**src/rtl/dmem_pkg.sv**
```systemverilog
// Shared types and constants for the data-memory responder.
// Latency: none (definitions only).
// Backpressure: none (definitions only).
package dmem_pkg;

    localparam int WORD_W      = 32;
    localparam int MAX_LATENCY = 15;
    localparam int CNT_W       = $clog2(MAX_LATENCY + 1);

    typedef enum logic [1:0] {
        IDLE = 2'd0,
        WAIT = 2'd1,
        RESP = 2'd2
    } state_e;

endpackage

```
**src/rtl/dmem_array.sv**
```systemverilog
// DEPTH x WORD_W register storage, synchronous write, asynchronous read.
// Latency: write lands on the clock edge; read is combinational.
// Backpressure: none; a write is taken on every cycle wr_en is high.
module dmem_array
    import dmem_pkg::*;
#(
    parameter int DEPTH = 64,
    parameter int AW    = $clog2(DEPTH)
) (
    input  logic              Clk,
    input  logic              wr_en,
    input  logic [AW-1:0]     wr_idx,
    input  logic [WORD_W-1:0] wr_dat,
    input  logic [AW-1:0]     rd_idx,
    output logic [WORD_W-1:0] rd_dat
);

    // Contents are deliberately left unreset; software owns initialisation.
    logic [WORD_W-1:0] mem_q [DEPTH];

    // Store port: one word per cycle when enabled.
    always_ff @(posedge Clk) begin
        if (wr_en) begin
            mem_q[wr_idx] <= wr_dat;
        end
    end

    assign rd_dat = mem_q[rd_idx];

endmodule

```
**src/rtl/dmem_responder.sv**
```systemverilog
// Single-outstanding data-memory responder for the core MEM stage; optional DMEM_ALIGN_CHECK_EN flags misaligned accesses.
// Latency: RespValid pulses LATENCY cycles after the accept edge; next accept possible one cycle later.
// Backpressure: ReqReady only in IDLE; StallM holds the pipeline while a request waits or is in flight.
module dmem_responder
    import dmem_pkg::*;
#(
    parameter int LATENCY = 2,
    parameter int DEPTH   = 64
) (
    input  logic              Clk,
    input  logic              reset,
    input  logic              ReqValid,
    input  logic              ReqWrite,
    input  logic [31:0]       ReqAddr,
    input  logic [31:0]       ReqWData,
    output logic              ReqReady,
    output logic              StallM,
    output logic              RespValid,
    output logic [31:0]       RespRData,
    output logic              RespErr
);

    localparam int               AW       = $clog2(DEPTH);
    localparam logic [CNT_W-1:0] CNT_LOAD = CNT_W'(LATENCY - 1);
    localparam logic [CNT_W-1:0] CNT_ONE  = CNT_W'(1);

    state_e            state_q, state_d;
    logic [CNT_W-1:0]  cnt_q, cnt_d;
    logic [WORD_W-1:0] rdata_q, rdata_d;

    logic              accept;
    logic              misalign;
    logic              wr_en;
    logic [AW-1:0]     word_idx;
    logic [WORD_W-1:0] rd_dat;
    logic              addr_unused;

    // Upper address bits wrap away; the byte offset only matters with the alignment check.
    assign word_idx    = ReqAddr[AW+1:2];
    assign addr_unused = ^{ReqAddr[31:AW+2], ReqAddr[1:0]};

`ifdef DMEM_ALIGN_CHECK_EN
    assign misalign = (ReqAddr[1:0] != 2'b00);
`else
    assign misalign = 1'b0;
`endif

    assign accept = ReqValid && (state_q == IDLE);
    assign wr_en  = accept && ReqWrite && !misalign;

    dmem_array #(
        .DEPTH (DEPTH),
        .AW    (AW)
    ) u_array (
        .Clk    (Clk),
        .wr_en  (wr_en),
        .wr_idx (word_idx),
        .wr_dat (ReqWData),
        .rd_idx (word_idx),
        .rd_dat (rd_dat)
    );

    // Next-state: capture the response at accept, count down WAIT, one RESP cycle.
    always_comb begin
        state_d = state_q;
        cnt_d   = cnt_q;
        rdata_d = rdata_q;
        unique case (state_q)
            IDLE: begin
                if (accept) begin
                    // Load data is sampled now, so later traffic cannot disturb it.
                    rdata_d = (ReqWrite || misalign) ? '0 : rd_dat;
                    if (LATENCY > 1) begin
                        state_d = WAIT;
                        cnt_d   = CNT_LOAD;
                    end else begin
                        state_d = RESP;
                    end
                end
            end
            WAIT: begin
                if (cnt_q == CNT_ONE) begin
                    state_d = RESP;
                    cnt_d   = '0;
                end else begin
                    cnt_d = cnt_q - CNT_ONE;
                end
            end
            RESP: begin
                state_d = IDLE;
            end
            default: begin
                state_d = IDLE;
                cnt_d   = '0;
            end
        endcase
    end

    // State registers; reset abandons any in-flight transaction.
    always_ff @(posedge Clk or posedge reset) begin
        if (reset) begin
            state_q <= IDLE;
            cnt_q   <= '0;
            rdata_q <= '0;
        end else begin
            state_q <= state_d;
            cnt_q   <= cnt_d;
            rdata_q <= rdata_d;
        end
    end

`ifdef DMEM_ALIGN_CHECK_EN
    logic err_q, err_d;

    // Error flag is latched with the request and only shown during RESP.
    always_comb begin
        err_d = err_q;
        if (accept) begin
            err_d = misalign;
        end
    end

    // Error flag register.
    always_ff @(posedge Clk or posedge reset) begin
        if (reset) begin
            err_q <= 1'b0;
        end else begin
            err_q <= err_d;
        end
    end

    assign RespErr = (state_q == RESP) && err_q;
`else
    assign RespErr = 1'b0;
`endif

    assign ReqReady  = (state_q == IDLE);
    assign StallM    = ((state_q == IDLE) && ReqValid) || (state_q == WAIT);
    assign RespValid = (state_q == RESP);
    assign RespRData = rdata_q;

endmodule

```
**config.mk**
```make
export PLATFORM = sky130hd
export DESIGN_NAME = dmem_responder
export DESIGN_NICKNAME = d
export VERILOG_FILES = /design/src/rtl/dmem_pkg.sv /design/src/rtl/dmem_array.sv /design/src/rtl/dmem_responder.sv
export SDC_FILE = /design/constraint.sdc
export NUM_CORES = 2
export LEC_CHECK = 0
export CAP_MARGIN = 20
export CORE_ASPECT_RATIO = 0.8
export CORE_MARGIN = 5
export CORE_UTILIZATION = 65
export CTS_BUF_LIST = sky130_fd_sc_hd__clkbuf_8 sky130_fd_sc_hd__clkbuf_16
export CTS_CLUSTER_SIZE = 40
export DETAILED_ROUTE_END_ITERATION = 16
export PLACE_DENSITY_LB_ADDON = 0.05
export SETUP_SLACK_MARGIN = 0.5
export SLEW_MARGIN = 20
export SYNTH_ARGS = -nofsm -noshare
export SYNTH_HDL_FRONTEND = slang
export SYNTH_SLANG_ARGS = --single-unit
```
**constraint.sdc**
```tcl
create_clock -name Clk -period 7.1 [get_ports Clk]
set_input_delay 1.775 -clock Clk [delete_from_list [all_inputs] [get_ports Clk]]
set_output_delay 1.775 -clock Clk [all_outputs]
set_load 0.1 [all_outputs]
```
# Word-level counts from Yosys, hierarchy flattened
# Memory sizes are Yosys's and may differ from the RTL's.
# Index checks and enable logic that the tools add are counted.
[word_totals]
reg_bits = 38
mem_bits_rw = 2048
inputBits = 68
elab_cells = 27
latch_bits = 0
romBits = 0
memories = 1
[mem_list]
columns = ["name", "words", "word_bits", "read_ports", "rd_ports_with_merged_regs", "write_ports", "line_no", "source"]
rows = [
  ["u_array.mem_q", 64, 32, 1, 0, 1, "dmem_array.sv:19", "logic [WORD_W-1:0] mem_q [DEPTH];"],
]
[op_classes]
multipliers = 0
n_reduce_logical = 7
n_bitwise = 1
eq_ne = 5
magnitude_cmp = 0
shift = 0
addsub = 1
n_div = 0
n_mux = 9
[op_table]
columns = ["op", "n"]
rows = [
  ["32-bit two-way mux", 1],
  ["4-bit one-hot mux with 3 select lines", 1],
  ["4-bit two-way mux", 2],
  ["2-bit AND reduction", 3],
  ["4-bit by 1-bit equality test with 1-bit output, second input constant", 1],
  ["2-bit two-way mux", 2],
  ["2-bit one-hot mux with 2 select lines", 1],
  ["4-bit by 1-bit subtractor with 4-bit output, second input constant", 1],
  ["2-bit by 1-bit equality test with 1-bit output, second input constant", 1],
  ["2-bit equality test, second input constant", 1],
  ["1-bit logical AND", 2],
  ["2-bit logical NOT", 1],
  ["1-bit two-way mux", 2],
  ["2-bit by 1-bit inequality test with 1-bit output, second input constant", 1],
  ["2-bit inequality test, second input constant", 1],
  ["1-bit logical OR", 1],
  ["1-bit NOT", 1],
]

# Longest topological paths before layout
[logic_depth]
ltp_word = 5
mapped_depth = 11
mapped_depth_nobuf = 7

# Cells and area by module
# A second synthesis with hierarchy kept.
[hier_totals]
hier_cells = 3470
hier_area_um2 = 79501.2
[modules_own_cells]
columns = ["module", "area_each_um2", "cells_each", "n_inst"]
rows = [
  ["dmem_array", 77874.7, 3292, 1],
  ["dmem_responder", 1626.6, 178, 1],
]

# Worst setup path before layout
# Ideal clock, no wire load.
[synth_timing]
path_kind = "input to register"
startpoint = "input port ReqAddr[4]"
endpoint = "memory u_array.mem_q[13][0], enable pin"
arrival_time_ns = 4.493
slack_ns = 2.185
path_buffers = 6
setup_time_ns = 0.421
cell_stages = 8
t_required_ns = 6.679
path_cell_list = "buf_4 > buf_2 > buf_2 > buf_2 > buf_2 > buf_2 > nand3_1 > nor2_1"
[synth_lines]
columns = ["item", "line_no", "source"]
rows = [
  ["from (decl)", "dmem_responder.sv:14", "input logic [31:0] ReqAddr,"],
  ["to (decl)", "dmem_array.sv:19", ""],
]
# Straight into the memory's write port.

# Final worst setup path
[layout_timing]
startpoint = "input port ReqValid"
endpoint = "output port StallM"
[layout_via]
elab_chain_len = 2
[layout_rtl]
columns = ["item", "line_no", "source"]
rows = [
  ["from (decl)", "dmem_responder.sv:12", "input logic ReqValid,"],
  ["1-bit logical AND", "dmem_responder.sv:138", "assign StallM = ((state_q == IDLE) && ReqValid) || (state_q == WAIT);"],
  ["1-bit logical OR", "dmem_responder.sv:138", ""],
  ["to (decl)", "dmem_responder.sv:17", "output logic StallM,"],
]
# No other way between the ends.

==> run_summary.xml <==
<?xml version="1.0" encoding="UTF-8"?>
<metrics>
  <group name="floorplan">
    <metric name="boundaryPins" unit="">104</metric>
    <metric name="die_height" unit="um">322.6</metric>
    <metric name="die_width" unit="um">400.7</metric>
    <metric name="design.die.area" unit="sq um">129300</metric>
    <metric name="rows" unit="">114</metric>
    <metric name="effective_utilization_at_floorplan" unit="">0.6555</metric>
    <metric name="placeableCoreArea" unit="sq um">121100</metric>
  </group>
  <group name="power_and_ir_drop">
    <metric name="power.leakage" unit="nW">27.86</metric>
    <metric name="p_sw_frac" unit="">0.2458</metric>
    <metric name="cell_internal_pwr" unit="mW">19.74</metric>
    <metric name="ir_worst_vdd" unit="mV">0.3690</metric>
    <metric name="netSwitchingPower" unit="mW">6.434</metric>
    <metric name="power.share.sequential" unit="">0.527</metric>
    <metric name="power.share.clock" unit="">0.376</metric>
    <metric name="combPwrFrac" unit="">0.097</metric>
    <metric name="power-per-cell-area" unit="nW/um^2">294.3</metric>
  </group>
  <group name="clock_network">
    <metric name="clkSlewWorstSetupHoldPaths" unit="ns">0.06</metric>
    <metric name="cts_max_path_buffers" unit="">3</metric>
    <metric name="cts.hold.buffers_added" unit="">0</metric>
    <metric name="cts.repair.resized" unit="">0</metric>
    <metric name="clock_insertion_delay_worst_skew" unit="ns">0.83</metric>
    <metric name="tritoncts" unit="">yes</metric>
    <metric name="htree_num_levels" unit="">4</metric>
    <metric name="cts_num_sinks" unit="">2086</metric>
    <metric name="root_cell_of_the_clock_tree" unit="">sky130_fd_sc_hd__clkbuf_16</metric>
    <metric name="post_cts_buffers" unit="">0</metric>
    <metric name="numCtsBuffers" unit="">190</metric>
  </group>
  <group name="global_routing">
    <metric name="first_pass_grt_wire_length" unit="mm">337.5</metric>
    <metric name="gr-total-overflow" unit="">0</metric>
    <metric name="grt_use_met1" unit="">0.5339</metric>
    <metric name="antenna_found_initial" unit="">14</metric>
    <metric name="met2_usage" unit="">0.5306</metric>
    <metric name="grt_pass1_vias" unit="">45000</metric>
    <metric name="gr-usage-met3" unit="">0.1034</metric>
    <metric name="track_usage" unit="">0.3691</metric>
    <metric name="peak_usage_layer_in_the_global_routing_report" unit="">met1</metric>
    <metric name="largest_net_degree_at_the_start_of_global_routing" unit="">99</metric>
  </group>
  <group name="synthesis">
    <metric name="synth_fp_nets" unit="">4584</metric>
    <metric name="synth_warnings" unit="">0</metric>
    <metric name="synth.most_common_cell" unit="">sky130_fd_sc_hd__edfxtp_1</metric>
    <metric name="synthesis.area_per_instance" unit="sq um">17.59</metric>
    <metric name="syn-instance-count" unit="">4514</metric>
    <metric name="synthesis.area" unit="sq um">79380</metric>
    <metric name="netlist_top_cells_count" unit="">sky130_fd_sc_hd__edfxtp_1 (2048), sky130_fd_sc_hd__a22oi_1 (457), sky130_fd_sc_hd__a221oi_1 (203)</metric>
    <metric name="postSynth.topFlopCell" unit="">sky130_fd_sc_hd__edfxtp_1</metric>
    <metric name="synth.largest_area_cell" unit="">sky130_fd_sc_hd__edfxtp_1</metric>
    <metric name="synth_edf_count" unit="">2048</metric>
    <metric name="yosysUniqueCellTypes" unit="">80</metric>
    <metric name="netlist.area_leader.share" unit="">0.7747</metric>
    <metric name="synth.area.top_cells" unit="">sky130_fd_sc_hd__edfxtp_1 (77%), sky130_fd_sc_hd__a22oi_1 (4.3%), sky130_fd_sc_hd__a221oi_1 (2.2%), sky130_fd_sc_hd__mux2i_1 (1.4%), sky130_fd_sc_hd__o22ai_1 (1.2%)</metric>
    <metric name="synth-seq-area-share" unit="">0.7867</metric>
    <metric name="async_reset_ff_frac" unit="">0.01822</metric>
    <metric name="register_bit_total_from_synthesis" unit="">2086</metric>
  </group>
  <group name="critical_path">
    <metric name="r2r-end" unit="">u_array.mem_q[62][23]</metric>
    <metric name="timing.critical_path.from" unit="">ReqValid</metric>
    <metric name="ff2ff_path_depth" unit="">6</metric>
    <metric name="critical_path.reg2reg.startpoint" unit="">state_q[1]</metric>
    <metric name="timing.critical_path.fanout_max" unit="">3</metric>
    <metric name="critPathArrivalTime" unit="ns">3.53</metric>
    <metric name="critPathRequiredTime" unit="ns">5.33</metric>
    <metric name="worstSetupEndpointType" unit="">output pin</metric>
    <metric name="reg2reg_setup_slack" unit="ns">2.98</metric>
    <metric name="critPathLaunchType" unit="">input pin</metric>
    <metric name="category_of_the_critical_setup_timing_path" unit="">in2out</metric>
    <metric name="endpoint" unit="">StallM</metric>
  </group>
  <group name="timing">
    <metric name="worst_clock_skew" unit="ns">0.03000</metric>
    <metric name="slew_hr" unit="">0.1876</metric>
    <metric name="setup_violations" unit="">0</metric>
    <metric name="slew_viol_final" unit="">0</metric>
    <metric name="final_hold_vios" unit="">0</metric>
    <metric name="fin_crit_sh" unit="">0.7469</metric>
    <metric name="final.setup.tns" unit="ns">0</metric>
    <metric name="timing.hold.ws" unit="ns">0.5629</metric>
    <metric name="fmaxAchievable" unit="MHz">188.6</metric>
    <metric name="min_tclk_post_route" unit="ns">5.303</metric>
    <metric name="grt_setup_unrepaired" unit="">no</metric>
    <metric name="worstMarginPinSlew" unit="ns">1.219</metric>
  </group>
  <group name="routing">
    <metric name="drtIter0Drc" unit="">8357</metric>
    <metric name="wl" unit="mm">240.5</metric>
    <metric name="wl_per_cell" unit="um">37.46</metric>
    <metric name="avgViaCountPerCell" unit="">7.466</metric>
    <metric name="route.antenna.remaining_nets" unit="">0</metric>
    <metric name="detailroute.via_count" unit="">47930</metric>
    <metric name="drt_drc_violations_left" unit="">0</metric>
    <metric name="drt_pass1_iterations" unit="">8</metric>
  </group>
  <group name="flow_run">
    <metric name="cap_violations" unit="">0</metric>
  </group>
  <group name="final_layout">
    <metric name="nNetsFinal" unit="">4701</metric>
    <metric name="synthesis_to_finish_area_growth" unit="%">12.03</metric>
    <metric name="layout-drive-gt1-share" unit="">0.1545</metric>
  </group>
  <group name="worst_hold_path">
    <metric name="hold_class" unit="">reg2reg</metric>
    <metric name="timing.hold.worst_path_depth" unit="">1</metric>
  </group>
  <group name="placed_design">
    <metric name="io_buffers" unit="">76</metric>
    <metric name="placer_congestion" unit="">0.8989</metric>
    <metric name="dp_hpwl" unit="mm">137.2</metric>
  </group>
  <group name="status">
    <metric name="outcome" unit="">finished clean</metric>
  </group>
</metrics>
logic make-up after synthesis:
logic type,Yosys count,share of synthesized area
adder cells (fa/ha/maj),2,0.0003152
buffers and inverters,365,0.02191
AND/OR/NAND/NOR,438,0.02552
flip-flops,2086,0.7867
AO/OA/AOI/OAI,1403,0.1320
multiplexers,218,0.03340
XOR/XNOR,1,0.0001104
other,1,0.00004724
worst max-delay path: stages:
cell and delay, ns:
sky130_fd_sc_hd__clkdlybuf4s50_1 0.48, sky130_fd_sc_hd__nor2_1 0.04, sky130_fd_sc_hd__nor2_1 0.09, sky130_fd_sc_hd__clkdlybuf4s50_1 1.13
per-layer routing:
metal  up-vias  part of all wire
li1      19160                 -
met1     24030              0.36
met2      4148              0.43
met3       583              0.15
met4        14             0.056
met5         -           0.00040
power groups by stage:
| stage | combinational, mW | clock, mW | sequential, mW |
|---|---|---|---|
| 2_1_floorplan | 0.962 | 0 | 14.5 |
| 3_3_place_gp | 2.46 | 0 | 14.1 |
| 3_5_place_dp | 2.49 | 0 | 14.1 |
| 4_1_cts | 2.50 | 9.87 | 13.8 |
| 5_1_grt | 2.61 | 10.4 | 13.8 |
| 6_report | 2.54 | 9.83 | 13.8 |
registers in the layout (all words and copies together), names as in the netlist:
register       cells
RespRData         32
u_array.mem_q   2048
state_q            2
cnt_q              4
worst min path at each step:
| stage | start | to | slack [ns] |
|---|---|---|---|
| floorplan | cnt_q[3] | cnt_q[3] | 0.49 |
| global placement | cnt_q[3] | cnt_q[3] | 0.53 |
| detailed placement | RespRData[24] | RespRData[24] | 0.55 |
| CTS | cnt_q[0] | cnt_q[0] | 0.56 |
| global route | RespRData[14] | RespRData[14] | 0.59 |
| finish | cnt_q[0] | cnt_q[0] | 0.56 |
metrics by stage:
step	instance area (sq um)	worst slack (ns)	power (mW)	std cells	util
2_1_floorplan	79380	2.185	15.49	4514	-
3_3_place_gp	82920	1.334	16.51	6063	0.6848
3_5_place_dp	82920	1.302	16.54	6063	0.6848
4_1_cts	88870	1.790	26.16	6414	0.7339
5_1_grt	88910	1.741	26.84	6414	0.7342
6_report	88930	1.797	26.17	6420	0.7343
cell usage in the layout (no fill, tap or decap), drive strengths merged, types with 113 or more instances in the layout:
cell / n
edfxtp: 2048
a22oi: 457
buf: 241
a221oi: 211
clkbuf: 202
nor2: 170
o22ai: 157
o21ai: 144
a21oi: 116
mux2i: 113
final cells by class:
class	count	area (sq um)
inverters	7	28.78
well taps	1624	2032
multi-input cells	2063	15790
flip-flops and latches	2086	62450
repair buffers	283	2656
clock buffers	201	5007
clock inverters	150	943.4
fillers	7151	32170
diodes	6	15.01
(Power assumes the default switching activity.)
